$ cat src/rtl/mul_if.sv
// Request/result bundle between the datapath control and the iterative multiplier.
interface mul_if #(
  parameter int WIDTH = 32
);
  logic             start;
  logic [1:0]       op;
  logic [WIDTH-1:0] a;
  logic [WIDTH-1:0] b;
  logic             busy;
  logic             done;
  logic [WIDTH-1:0] result_lo;
  logic [WIDTH-1:0] result_hi;
  logic [1:0]       flags;

  modport master (
    output start, op, a, b,
    input  busy, done, result_lo, result_hi, flags
  );

  modport slave (
    input  start, op, a, b,
    output busy, done, result_lo, result_hi, flags
  );
endinterface

$ cat src/rtl/mul_unit.sv
// Iterative shift-add multiplier for MUL/UMULL/SMULL, one multiplier bit per cycle.
// Optional EARLY_TERM_EN: leave CALC as soon as the remaining multiplier is zero.
module mul_unit #(
  parameter int WIDTH = 32
) (
  input  logic  clk,
  input  logic  reset,
  mul_if.slave  bus
);
  localparam int PW = 2 * WIDTH;
  localparam int CW = $clog2(WIDTH) + 1;

  typedef enum logic [1:0] {IDLE, CALC, FIN} state_t;

  state_t           state_q,  state_d;
  logic             long_q,   long_d;
  logic             sign_q,   sign_d;
  logic [WIDTH-1:0] mcand_q,  mcand_d;
  logic [WIDTH-1:0] mplier_q, mplier_d;
  logic [PW-1:0]    acc_q,    acc_d;
  logic [CW-1:0]    count_q,  count_d;
  logic [WIDTH-1:0] lo_q,     lo_d;
  logic [WIDTH-1:0] hi_q,     hi_d;
  logic [1:0]       flags_q,  flags_d;
  logic             done_q,   done_d;

  logic             is_smull;
  logic             last_step;
  logic [PW-1:0]    product;

  always_ff @(posedge clk) begin
    if (!reset) begin
      state_q  <= IDLE;
      long_q   <= 1'b0;
      sign_q   <= 1'b0;
      mcand_q  <= '0;
      mplier_q <= '0;
      acc_q    <= '0;
      count_q  <= '0;
      lo_q     <= '0;
      hi_q     <= '0;
      flags_q  <= '0;
      done_q   <= 1'b0;
    end else begin
      state_q  <= state_d;
      long_q   <= long_d;
      sign_q   <= sign_d;
      mcand_q  <= mcand_d;
      mplier_q <= mplier_d;
      acc_q    <= acc_d;
      count_q  <= count_d;
      lo_q     <= lo_d;
      hi_q     <= hi_d;
      flags_q  <= flags_d;
      done_q   <= done_d;
    end
  end

  always_comb begin
    state_d   = state_q;
    long_d    = long_q;
    sign_d    = sign_q;
    mcand_d   = mcand_q;
    mplier_d  = mplier_q;
    acc_d     = acc_q;
    count_d   = count_q;
    lo_d      = lo_q;
    hi_d      = hi_q;
    flags_d   = flags_q;
    done_d    = 1'b0;
    is_smull  = (bus.op == 2'b10);
    last_step = 1'b0;
    product   = sign_q ? (~acc_q + PW'(1)) : acc_q;

    case (state_q)
      IDLE: begin
        if (bus.start) begin
          state_d  = CALC;
          long_d   = (bus.op == 2'b01) || is_smull;
          sign_d   = is_smull && (bus.a[WIDTH-1] ^ bus.b[WIDTH-1]);
          // Magnitudes are unsigned, so |most-negative| stays representable.
          mcand_d  = (is_smull && bus.a[WIDTH-1]) ? (~bus.a + WIDTH'(1)) : bus.a;
          mplier_d = (is_smull && bus.b[WIDTH-1]) ? (~bus.b + WIDTH'(1)) : bus.b;
          acc_d    = '0;
          count_d  = '0;
        end
      end
      CALC: begin
        if (mplier_q[0]) begin
          acc_d = acc_q + ({{WIDTH{1'b0}}, mcand_q} << count_q);
        end
        mplier_d = mplier_q >> 1;
        count_d  = count_q + CW'(1);
`ifdef EARLY_TERM_EN
        last_step = (mplier_d == '0) || (count_q == CW'(WIDTH - 1));
`else
        last_step = (count_q == CW'(WIDTH - 1));
`endif
        if (last_step) begin
          state_d = FIN;
        end
      end
      FIN: begin
        if (long_q) begin
          hi_d    = product[PW-1:WIDTH];
          lo_d    = product[WIDTH-1:0];
          flags_d = {product[PW-1], (product == '0)};
        end else begin
          hi_d    = '0;
          lo_d    = product[WIDTH-1:0];
          flags_d = {product[WIDTH-1], (product[WIDTH-1:0] == '0)};
        end
        done_d  = 1'b1;
        state_d = IDLE;
      end
      default: state_d = IDLE;
    endcase
  end

  assign bus.busy      = (state_q == CALC) || (state_q == FIN);
  assign bus.done      = done_q;
  assign bus.result_lo = lo_q;
  assign bus.result_hi = hi_q;
  assign bus.flags     = flags_q;
endmodule
$ cat src/flat_wrapper.sv
// flat-port wrapper written by rule: the top's interface ports become plain ports
module mul_unit_flat 
#(
  parameter int WIDTH = 32
)
  (clk, reset, bus_start, bus_op, bus_a, bus_b, bus_busy, bus_done, bus_result_lo, bus_result_hi, bus_flags);
  mul_if #(.WIDTH(WIDTH)) bus_i ();
  input  logic clk;
  input  logic reset;
  input wire logic [$bits(bus_i.start)-1:0] bus_start;
  input wire logic [$bits(bus_i.op)-1:0] bus_op;
  input wire logic [$bits(bus_i.a)-1:0] bus_a;
  input wire logic [$bits(bus_i.b)-1:0] bus_b;
  output wire logic [$bits(bus_i.busy)-1:0] bus_busy;
  output wire logic [$bits(bus_i.done)-1:0] bus_done;
  output wire logic [$bits(bus_i.result_lo)-1:0] bus_result_lo;
  output wire logic [$bits(bus_i.result_hi)-1:0] bus_result_hi;
  output wire logic [$bits(bus_i.flags)-1:0] bus_flags;
  assign bus_i.start = bus_start;
  assign bus_i.op = bus_op;
  assign bus_i.a = bus_a;
  assign bus_i.b = bus_b;
  assign bus_busy = bus_i.busy;
  assign bus_done = bus_i.done;
  assign bus_result_lo = bus_i.result_lo;
  assign bus_result_hi = bus_i.result_hi;
  assign bus_flags = bus_i.flags;
  mul_unit #(.WIDTH(WIDTH)) u_core (.clk(clk), .reset(reset), .bus(bus_i));
endmodule
$ cat config.mk
export PLATFORM = sky130hd
export DESIGN_NAME = mul_unit_flat
export DESIGN_NICKNAME = d
export VERILOG_FILES = /design/src/rtl/mul_if.sv /design/src/rtl/mul_unit.sv /design/src/flat_wrapper.sv
export SDC_FILE = /design/constraint.sdc
export NUM_CORES = 1
export LEC_CHECK = 0
export BUFFER_PORTS_ARGS = -buffer_cell sky130_fd_sc_hd__buf_2
export CAP_MARGIN = 20
export CORE_MARGIN = 2
export CORE_UTILIZATION = 62
export CTS_CLUSTER_DIAMETER = 30
export DETAILED_ROUTE_END_ITERATION = 8
export PLACE_DENSITY_LB_ADDON = 0.3
export SLEW_MARGIN = 20
export SYNTH_ARGS = -nofsm -noshare
export SYNTH_HDL_FRONTEND = slang
export SYNTH_SLANG_ARGS = --single-unit
$ cat constraint.sdc
create_clock -name clk -period 7.1 [get_ports clk]
set_input_delay 1.42 -clock clk [delete_from_list [all_inputs] [get_ports clk]]
set_output_delay 1.42 -clock clk [all_outputs]
set_load 0.01 [all_outputs]
# After elaboration in Yosys (flattened, before gate mapping)
# Cells that the tools add are included.
# classes
eq_ne	8
n_addsub	5
shifts	1
n_reduce_logical	13
mul	0
n_div	0
magnitude_cmp	0
n_bitwise	4
mux	16
# op_table
op	n
64-bit 2-to-1 mux	3
32-bit 2-to-1 mux	4
64-bit one-hot mux with 2 select lines	1
32-bit by 1-bit adder with 32-bit output, second input constant	2
64-bit by 1-bit adder with 64-bit output, second input constant	1
64-bit adder	1
64-bit logical NOT	1
32-bit inverter	2
64-bit inverter	1
32-bit one-hot mux with 2 select lines	1
32-bit by 6-bit << shifter with 64-bit output	1
32-bit logical NOT	1
6-bit one-hot mux with 2 select lines	1
6-bit by 1-bit adder with 6-bit output, second input constant	1
6-bit by 5-bit == test with 1-bit output, second input constant	1
2-bit 2-to-1 mux	3
6-bit 2-to-1 mux	1
2-bit AND reduction	3
2-bit by 1-bit == test with 1-bit output, second input constant	2
2-bit == test, second input constant	2
2-bit by 1-bit inequality test with 1-bit output, second input constant	2
2-bit one-hot mux with 2 select lines	1
1-bit logical AND	3
3-bit AND reduction	1
6 further kinds	7
# word_totals
latch_bits	0
rom_bits	0
ff_bits	205
ram_bits	0
elab_cells	58
in_bits	69
mem_count	0
output_inout_bits	68

# Depth between registers and ports, before layout
# Gate-level depths: netlist of the first run.
# depth
word_depth	5
mapped_depth	23
mapped_depth_nobuf	20

# Least setup slack after synthesis of the first run
# No wires, ideal clock.
# synth_path
kind	flip-flop to flip-flop
start	register u_core.count_q[1]
end	register u_core.acc_q[63]
path_buffers	4
period_less_slack_ps	5161
t_arrival_ps	5039
stages_incl_launch_ff	23
slack_ps	1939
setup_ps	122
required_time_ps	6978
cell_sequence	dfxtp_1 -> buf_1 -> clkbuf_1 -> clkbuf_1 -> mux2i_1 -> a21oi_1 -> mux2i_1 -> nand2_1 -> o21ai_0 -> o21ai_0 -> and2_1 -> ha_1 -> clkbuf_1 -> a21o_1 -> a21o_1 -> a41oi_1 -> a2bb2oi_1 -> nand2_1 -> o2111a_1 -> or2_2 -> a311oi_1 -> xnor2_1 -> a221o_1
# synth_via
elab_chain_len	4
# synth_rtl
item	line	text
start: declaration	mul_unit.sv:21	logic [CW-1:0] count_q, count_d;
start signal: assignment	mul_unit.sv:51	count_q <= count_d;
32-bit by 6-bit << shifter with 64-bit output	mul_unit.sv:90	acc_d = acc_q + ({{WIDTH{1'b0}}, mcand_q} << count_q);
64-bit adder	mul_unit.sv:90	
64-bit 2-to-1 mux	mul_unit.sv:89	if (mplier_q[0]) begin
64-bit one-hot mux with 2 select lines	mul_unit.sv:75	case (state_q)
end signal: assignment	mul_unit.sv:38	acc_q <= '0;
end signal: assignment	mul_unit.sv:50	acc_q <= acc_d;
end: declaration	mul_unit.sv:20	logic [PW-1:0] acc_q, acc_d;
# Every way passes these cells. The select of a mux whose other input is x is not followed.
# A chain may end at the register's enable or synchronous reset.

# Worst setup path after layout of the first run
# layout_path
start	register u_core.count_q[1]
end	register u_core.acc_q[50]
# Same word-level chain as after synthesis.

==> results_dict.tcl, run 1 <==
set metrics [dict create \
    worst_ep_required_time_ps 7540 \
    layout_common_cells "272 x nor2_1, 255 x nand2_1, 202 x dfxtp_1" \
    critPathMaxFanout 40 \
    critPathLaunchType "register" \
    r2r.worst_path.cells 18 \
    critical_path.endpoint_type "register" \
    path_clk_slew_ps 50 \
    min_period_ps 5830 \
    dp_hpwl_um 38700 \
    drive_above_1_share_pct 13.0 \
    intPower_mw 2.78 \
    grt_max_degree 81 \
    row_count 59 \
    dp.cells 2555 \
    cts_buffers 46 \
    finalMaxSlewViolations 0 \
    cts.htree.levels 2 \
    multi_input_area_um2 11500 \
    ctsLongestPathBuffers 3 \
    grt_remaining_overflow 0 \
    syn_inst 2213 \
    routed_wirelength_um 51900 \
    pre_cts_slack_ps 1410 \
    synth_edf_count 0 \
    io_buffers 136 \
    place.gp.congestion 1.06 \
    ys_dominant_reg_cell "dfxtp_1" \
    nFillCells 2148 \
    cts_resized 0 \
    ys_seq_elements 205 \
    grt_usage_pct 36.5 \
    post-route-period-util_pct 82.1 \
    pwr-share-seq_pct 31.9 \
    wl_per_cell_um 19.7 \
    min_path_type "register to register" \
    via_per_inst 6.44 \
    power.density_nw_per_um2 209 \
    cts.sinks 205 \
    rsz0062_at_grt "false" \
    cts-root-buf "clkbuf_16" \
    worst_pin_slew_ps 964 \
    skew_ps 21.3 \
    p_sw_mw 1.08 \
    drtIter0Drc 1682 \
    setup-tns-final_ps 0 \
    ir_drop_uv 326 \
    ys_seq_area_share_pct 25.2 \
    grt_pass1_wl_um 83600 \
    vias 16992 \
    drc 0 \
    switching_share_pct 28.0 \
    syn_to_final_growth_pct 13.4 \
    fmax_mhz 172 \
    combPwrFrac_pct 14.9 \
    fin_cells 2638 \
    grt_pass1_vias 15875 \
    initial_utilization_pct 63.0 \
    dr.pass1.iters 8 \
    cts_setup_buffers 0 \
    finalHoldViolCount 0 \
    synthArstFlopShare_pct 0 \
    ant_nets 0 \
    synthesis.nets 2354 \
    outcome "complete, no violations" \
    p_clk_share_pct 53.2 \
    relSlewSlack_pct 35.7 \
    setup_violations 0 \
    cts_tree "built" \
    diodes 0 \
    die_h_um 166 \
    worst_slack_ps 1270 \
    layout.nets 2409 \
    cts_hold_buf 0 \
    dieArea_um2 27600 \
    clock_latency_ps 530 \
    p_leak_nw 7.55 \
    min_path_cells 2 \
    regArea_um2 4110 \
    synth-warning-count 0 \
    syn_area_um2 16300 \
    chipWidth_um 166 \
    total_power_mw 3.86 \
    io_pins 137 \
    maxCapViolations 0 \
    setup.worst_path.class "register to register" \
    final_common_cell "nor2_1" \
    antenna_found_initial 0 \
    cp.arrival_ps 6270 \
    core_um2 25900 \
    yosysUniqueCellTypes 87 \
    postSynthAreaPerCell_um2 7.37 \
]
[final cells by class]
class	count	area share [%]
multi-input combinational	1817	62.0
clock buffer	59	6.70
sequential	205	22.2
inverter	43	0.886
tap	335	2.27
timing repair buffer	155	4.45
clock inverter	24	1.51
[stage by stage]
stage	instance area [um^2]	hold WS [ps]	utilization, %
after floorplan	16300	431	-
after global placement	17000	443	65.5
final	18500	453	71.4
after CTS	18500	452	71.4
after global routing	18500	474	71.4
after detailed placement	17000	449	65.5
[sequential cells by signal, indices dropped and copies added (netlist names)]
name                  count
u_core.mcand_q           32
u_core.bus.result_hi     32
u_core.count_q            6
u_core.bus.result_lo     32
u_core.mplier_q          32
u_core.state_q            2
u_core.bus.done           1
u_core.bus.flags          2
u_core.acc_q             64
u_core.long_q             1
u_core.sign_q             1
[power groups by stage]
stage / Clock [mW] / Sequential [mW] / Combinational [mW]
2_1_floorplan: 0 / 1.23 / 0.404
3_3_place_gp: 0 / 1.25 / 0.549
3_5_place_dp: 0 / 1.25 / 0.558
4_1_cts: 2.07 / 1.23 / 0.563
5_1_grt: 2.13 / 1.23 / 0.627
6_report: 2.05 / 1.23 / 0.574
[cells by family after synthesis]
kind of cell	Yosys count	share of synthesized area [%]
AO/OA/AOI/OAI	658	25.7
XOR/XNOR	178	9.56
adder cells (fa/ha/maj)	72	5.57
buffers and inverters	191	4.64
flip-flops	205	25.2
multiplexers	87	5.91
AND/OR/NAND/NOR	822	23.5
[Yosys cell counts, drive strengths merged, types with 5 or more instances]
| cell type | instances | area (um^2) |
|---|---|---|
| a211oi | 67 | 503 |
| a21o | 37 | 279 |
| a21oi | 181 | 906 |
| a222oi | 14 | 140 |
| a22o | 7 | 61.3 |
| a311oi | 8 | 70.1 |
| a31oi | 38 | 238 |
| a32oi | 5 | 43.8 |
| and2 | 32 | 200 |
| and3 | 17 | 106 |
| and4 | 8 | 70.1 |
| buf | 27 | 135 |
| clkbuf | 120 | 450 |
| dfxtp | 205 | 4100 |
| ha | 71 | 888 |
| inv | 42 | 158 |
| mux2 | 25 | 282 |
| mux2i | 57 | 571 |
| mux4 | 5 | 113 |
| nand2 | 255 | 957 |
| nand2b | 14 | 87.6 |
| nand3 | 68 | 340 |
| nand4 | 25 | 156 |
| nand4b | 6 | 52.6 |
| nor2 | 272 | 1020 |
| nor2b | 8 | 50.1 |
| nor3 | 33 | 185 |
| nor3b | 5 | 37.5 |
| nor4 | 12 | 75.1 |
| o211ai | 9 | 67.6 |
| o21a | 6 | 45.0 |
| o21ai | 168 | 841 |
| o21bai | 14 | 105 |
| o221ai | 16 | 140 |
| o22ai | 14 | 87.6 |
| o31ai | 22 | 193 |
| o41ai | 12 | 105 |
| or2 | 9 | 56.3 |
| or3 | 29 | 189 |
| or4 | 17 | 139 |
| xnor2 | 90 | 788 |
| xor2 | 88 | 771 |
[routing by layer]
metal	global-route usage, %	part of all wire [%]
met1	47.8	42
met2	60.2	46
met3	5.43	7.6
met4	15.1	4.0
met5	0	0
[path summary, 6_finish.rpt]
| check | start | endpoint | slack (ps) |
|---|---|---|---|
| min | u_core.mplier_q[4]$_SDFFE_PN0P_ | u_core.mplier_q[4]$_SDFFE_PN0P_ | 450 |
| max reg2reg | u_core.count_q[1]$_SDFFE_PN0P_ | u_core.acc_q[50]$_SDFFE_PN0P_ | 1270 |
| min reg2reg | u_core.mplier_q[4]$_SDFFE_PN0P_ | u_core.mplier_q[4]$_SDFFE_PN0P_ | 450 |
| max | u_core.count_q[1]$_SDFFE_PN0P_ | u_core.acc_q[50]$_SDFFE_PN0P_ | 1270 |
[worst max-delay path, stage by stage (launching register included)]
cell and delay, ps:
dfxtp_2 950, mux2_2 430, nor2_1 80, a21oi_1 60, mux2_2 310, o21ai_0 360, mux2i_1 230, and2_1 210
ha_1 410, nand2_1 140, o21ai_0 390, or4_1 190, a211oi_1 60, nor4_1 730, nor2_1 160, o21ai_0 530
a21oi_1 180, xor2_1 170, o21ai_0 140
Note: power is estimated with default switching activity, not from simulation.
==> run 2, diff against run 1 <==
- ABC_AREA: default -> 1
- clock period: 7.1 -> 5.88 ns (I/O delays scaled with it)
==> results_dict.tcl, run 2 <==
set metrics [dict create \
    yosysUniqueCellTypes 59 \
    dieArea_um2 30400 \
    core_um2 28600 \
    yosysMostFrequentCell "nand2_1" \
    ys_seq_area_share_pct 22.8 \
    synth_top_area_share_pct 22.8 \
    rsz0062_at_grt "false" \
    total_power_mw 7.22 \
    crit_path_start "u_core.count_q[5]$_SDFFE_PN0P_" \
    vias 22074 \
    ys_seq_elements 205 \
    synthArstFlopShare_pct 0 \
    finalMaxSlewViolations 0 \
    layout.nets 3359 \
    setup_violations 0 \
    critPathSlowestCell "o21ai_1" \
    ir_drop_uv 317 \
    outcome "complete, no violations" \
    finalHoldViolCount 0 \
    die_h_um 174 \
    p_leak_nw 10.0 \
    power.density_nw_per_um2 350 \
    syn_area_um2 18000 \
    top_register "u_core.acc_q" \
    layout_common_cells "885 x nand2_1, 434 x nor2_1, 313 x inv_1" \
    combPwrFrac_pct 35.4 \
    cts_hold_buf 0 \
    max_stage_delay_ps 690 \
    r2r_start "u_core.count_q[5]$_SDFFE_PN0P_" \
    drc 0 \
    routed_wirelength_um 65100 \
    grt_pass1_vias 20641 \
    critPathMaxFanout 26 \
    cp.arrival_ps 5510 \
    io_pins 137 \
    cts_tree "built" \
    cts_setup_buffers 0 \
    drive_above_1_share_pct 9.57 \
    ctsLongestPathBuffers 3 \
    io_buffers 136 \
    antenna_found_initial 0 \
    wl_per_cell_um 17.8 \
    setup-tns-final_ps 0 \
    cts.htree.levels 2 \
    place.gp.congestion 1.14 \
    row_count 62 \
    intPower_mw 4.28 \
    grt_pass1_wl_um 104000 \
    post-route-period-util_pct 86.6 \
    largest_reg_flops 64 \
    worst_pin_slew_ps 974 \
    synth_top_area_cell "dfxtp_1" \
    via_per_inst 6.05 \
    worstPathCellList "buf_4 > nor2_1 > clkinv_1 > buf_4 > nor3_1 > ha_1 > inv_1 > fa_1 > inv_1 > nand3_1 > nand2_1 > a21oi_1 > o21ai_1 > a21oi_1 > o21ai_1 > nand2_1 > nand2_1 > nand2_1 > nand3_1 > a21oi_1" \
    min_path_type "register to register" \
    cts-root-buf "clkbuf_16" \
    synth_edf_count 0 \
    switching_share_pct 40.7 \
    min-delay-start "u_core.bus.result_hi[9]$_SDFFE_PN0P_" \
    min_period_ps 5090 \
    syn_to_final_growth_pct 14.6 \
    final_common_cell "nand2_1" \
    synth-warning-count 0 \
    netlist_top_cells_area "dfxtp_1 23%, nand2_1 18%, nor2_1 9.0%, a21oi_1 7.9%, o21ai_0 7.0%" \
    synth_common_cells "885 x nand2_1, 434 x nor2_1, 314 x inv_1" \
    path_clk_slew_ps 50 \
    worst_ep_required_time_ps 6300 \
    critPathLaunchType "register" \
    chipWidth_um 174 \
    drtIter0Drc 2497 \
    cts_buffers 51 \
    grt_max_degree 68 \
    initial_utilization_pct 62.9 \
    fmax_mhz 196 \
    critical_path.endpoint_type "register" \
    skew_ps 33.0 \
    syn_inst 3131 \
    cts_resized 0 \
    relSlewSlack_pct 34.4 \
    synthesis.nets 3272 \
    grt_usage_pct 42.0 \
    dp_hpwl_um 49900 \
    p_sw_mw 2.94 \
    ys_dominant_reg_cell "dfxtp_1" \
    grt_remaining_overflow 0 \
    ant_nets 0 \
    dr.pass1.iters 7 \
    nFillCells 2482 \
    postSynthAreaPerCell_um2 5.75 \
    crit_top_cell "nand2_1" \
    cts.sinks 205 \
    clock_latency_ps 580 \
    pwr-share-seq_pct 25.0 \
    maxCapViolations 0 \
    p_clk_share_pct 39.6 \
    setup.worst_path.class "register to register" \
]
-- run 2: logic make-up after synthesis --
logic type / count (synthesis) / synth area share [%]
flip-flops: 205 / 22.8
AND/OR/NAND/NOR: 1601 / 36.3
XOR/XNOR: 61 / 2.97
buffers and inverters: 447 / 9.50
multiplexers: 8 / 0.445
adder cells (fa/ha/maj): 72 / 5.04
AO/OA/AOI/OAI: 737 / 22.9
-- run 2: metal layers --
layer | wire length (um) | GRT usage [%] | up-vias
met3 | 5800 | 8.20 | 294
met1 | 25000 | 49.0 | 10015
li1 | - | - | 10518
met5 | 0 | 0 | -
met4 | 4560 | 26.9 | 0
met2 | 29700 | 70.4 | 1247
-- run 2: layout make-up --
| cell class | instances | area [um^2] | area share, % |
|---|---|---|---|
| multi-input combinational | 2479 | 12200 | 59.2 |
| sequential | 205 | 4110 | 19.9 |
| clock buffer | 59 | 1350 | 6.52 |
| inverter | 327 | 1230 | 5.97 |
| timing repair buffer | 154 | 823 | 3.99 |
| tap | 384 | 480 | 2.33 |
| clock inverter | 37 | 437 | 2.12 |
| antenna | 1 | 2.50 | 0.0121 |
-- run 2: final timing paths --
check,to,slack [ps],depth (start not counted)
hold / removal,u_core.bus.result_hi[9]$_SDFFE_PN0P_,460,2
setup / recovery,u_core.acc_q[46]$_SDFFE_PN0P_,790,20
setup reg to reg,u_core.acc_q[46]$_SDFFE_PN0P_,790,20
hold reg to reg,u_core.bus.result_hi[9]$_SDFFE_PN0P_,460,2
-- run 2: through the flow --
stage          hold WS, ps  area (um^2)  utilization [%]  instances  worst slack [ps]
2_1_floorplan          445        18000                -       3131              2540
3_3_place_gp           449        18800             65.8       3548              1360
3_5_place_dp           453        18800             65.8       3549              1240
4_1_cts                461        20600             72.1       3645              1240
5_1_grt                479        20600             72.1       3645               594
6_report               460        20600             72.1       3646               790
-- run 2: power groups by stage --
stage	combinational [mW]	sequential, mW	clock (mW)
after floorplan	1.78	1.78	0
after global placement	2.37	1.81	0
after detailed placement	2.44	1.82	0
after CTS	2.47	1.79	2.86
after global routing	2.83	1.82	2.94
final	2.56	1.80	2.86
-- run 2: critical path, delay by kind of cell (launching register included) --
kind,cells,cell delay (ps)
AO/OA/AOI/OAI,5,1480
AND/OR/NAND/NOR,8,1400
adder cells (fa/ha/maj),2,670
flip-flops,1,550
buffers and inverters,5,810
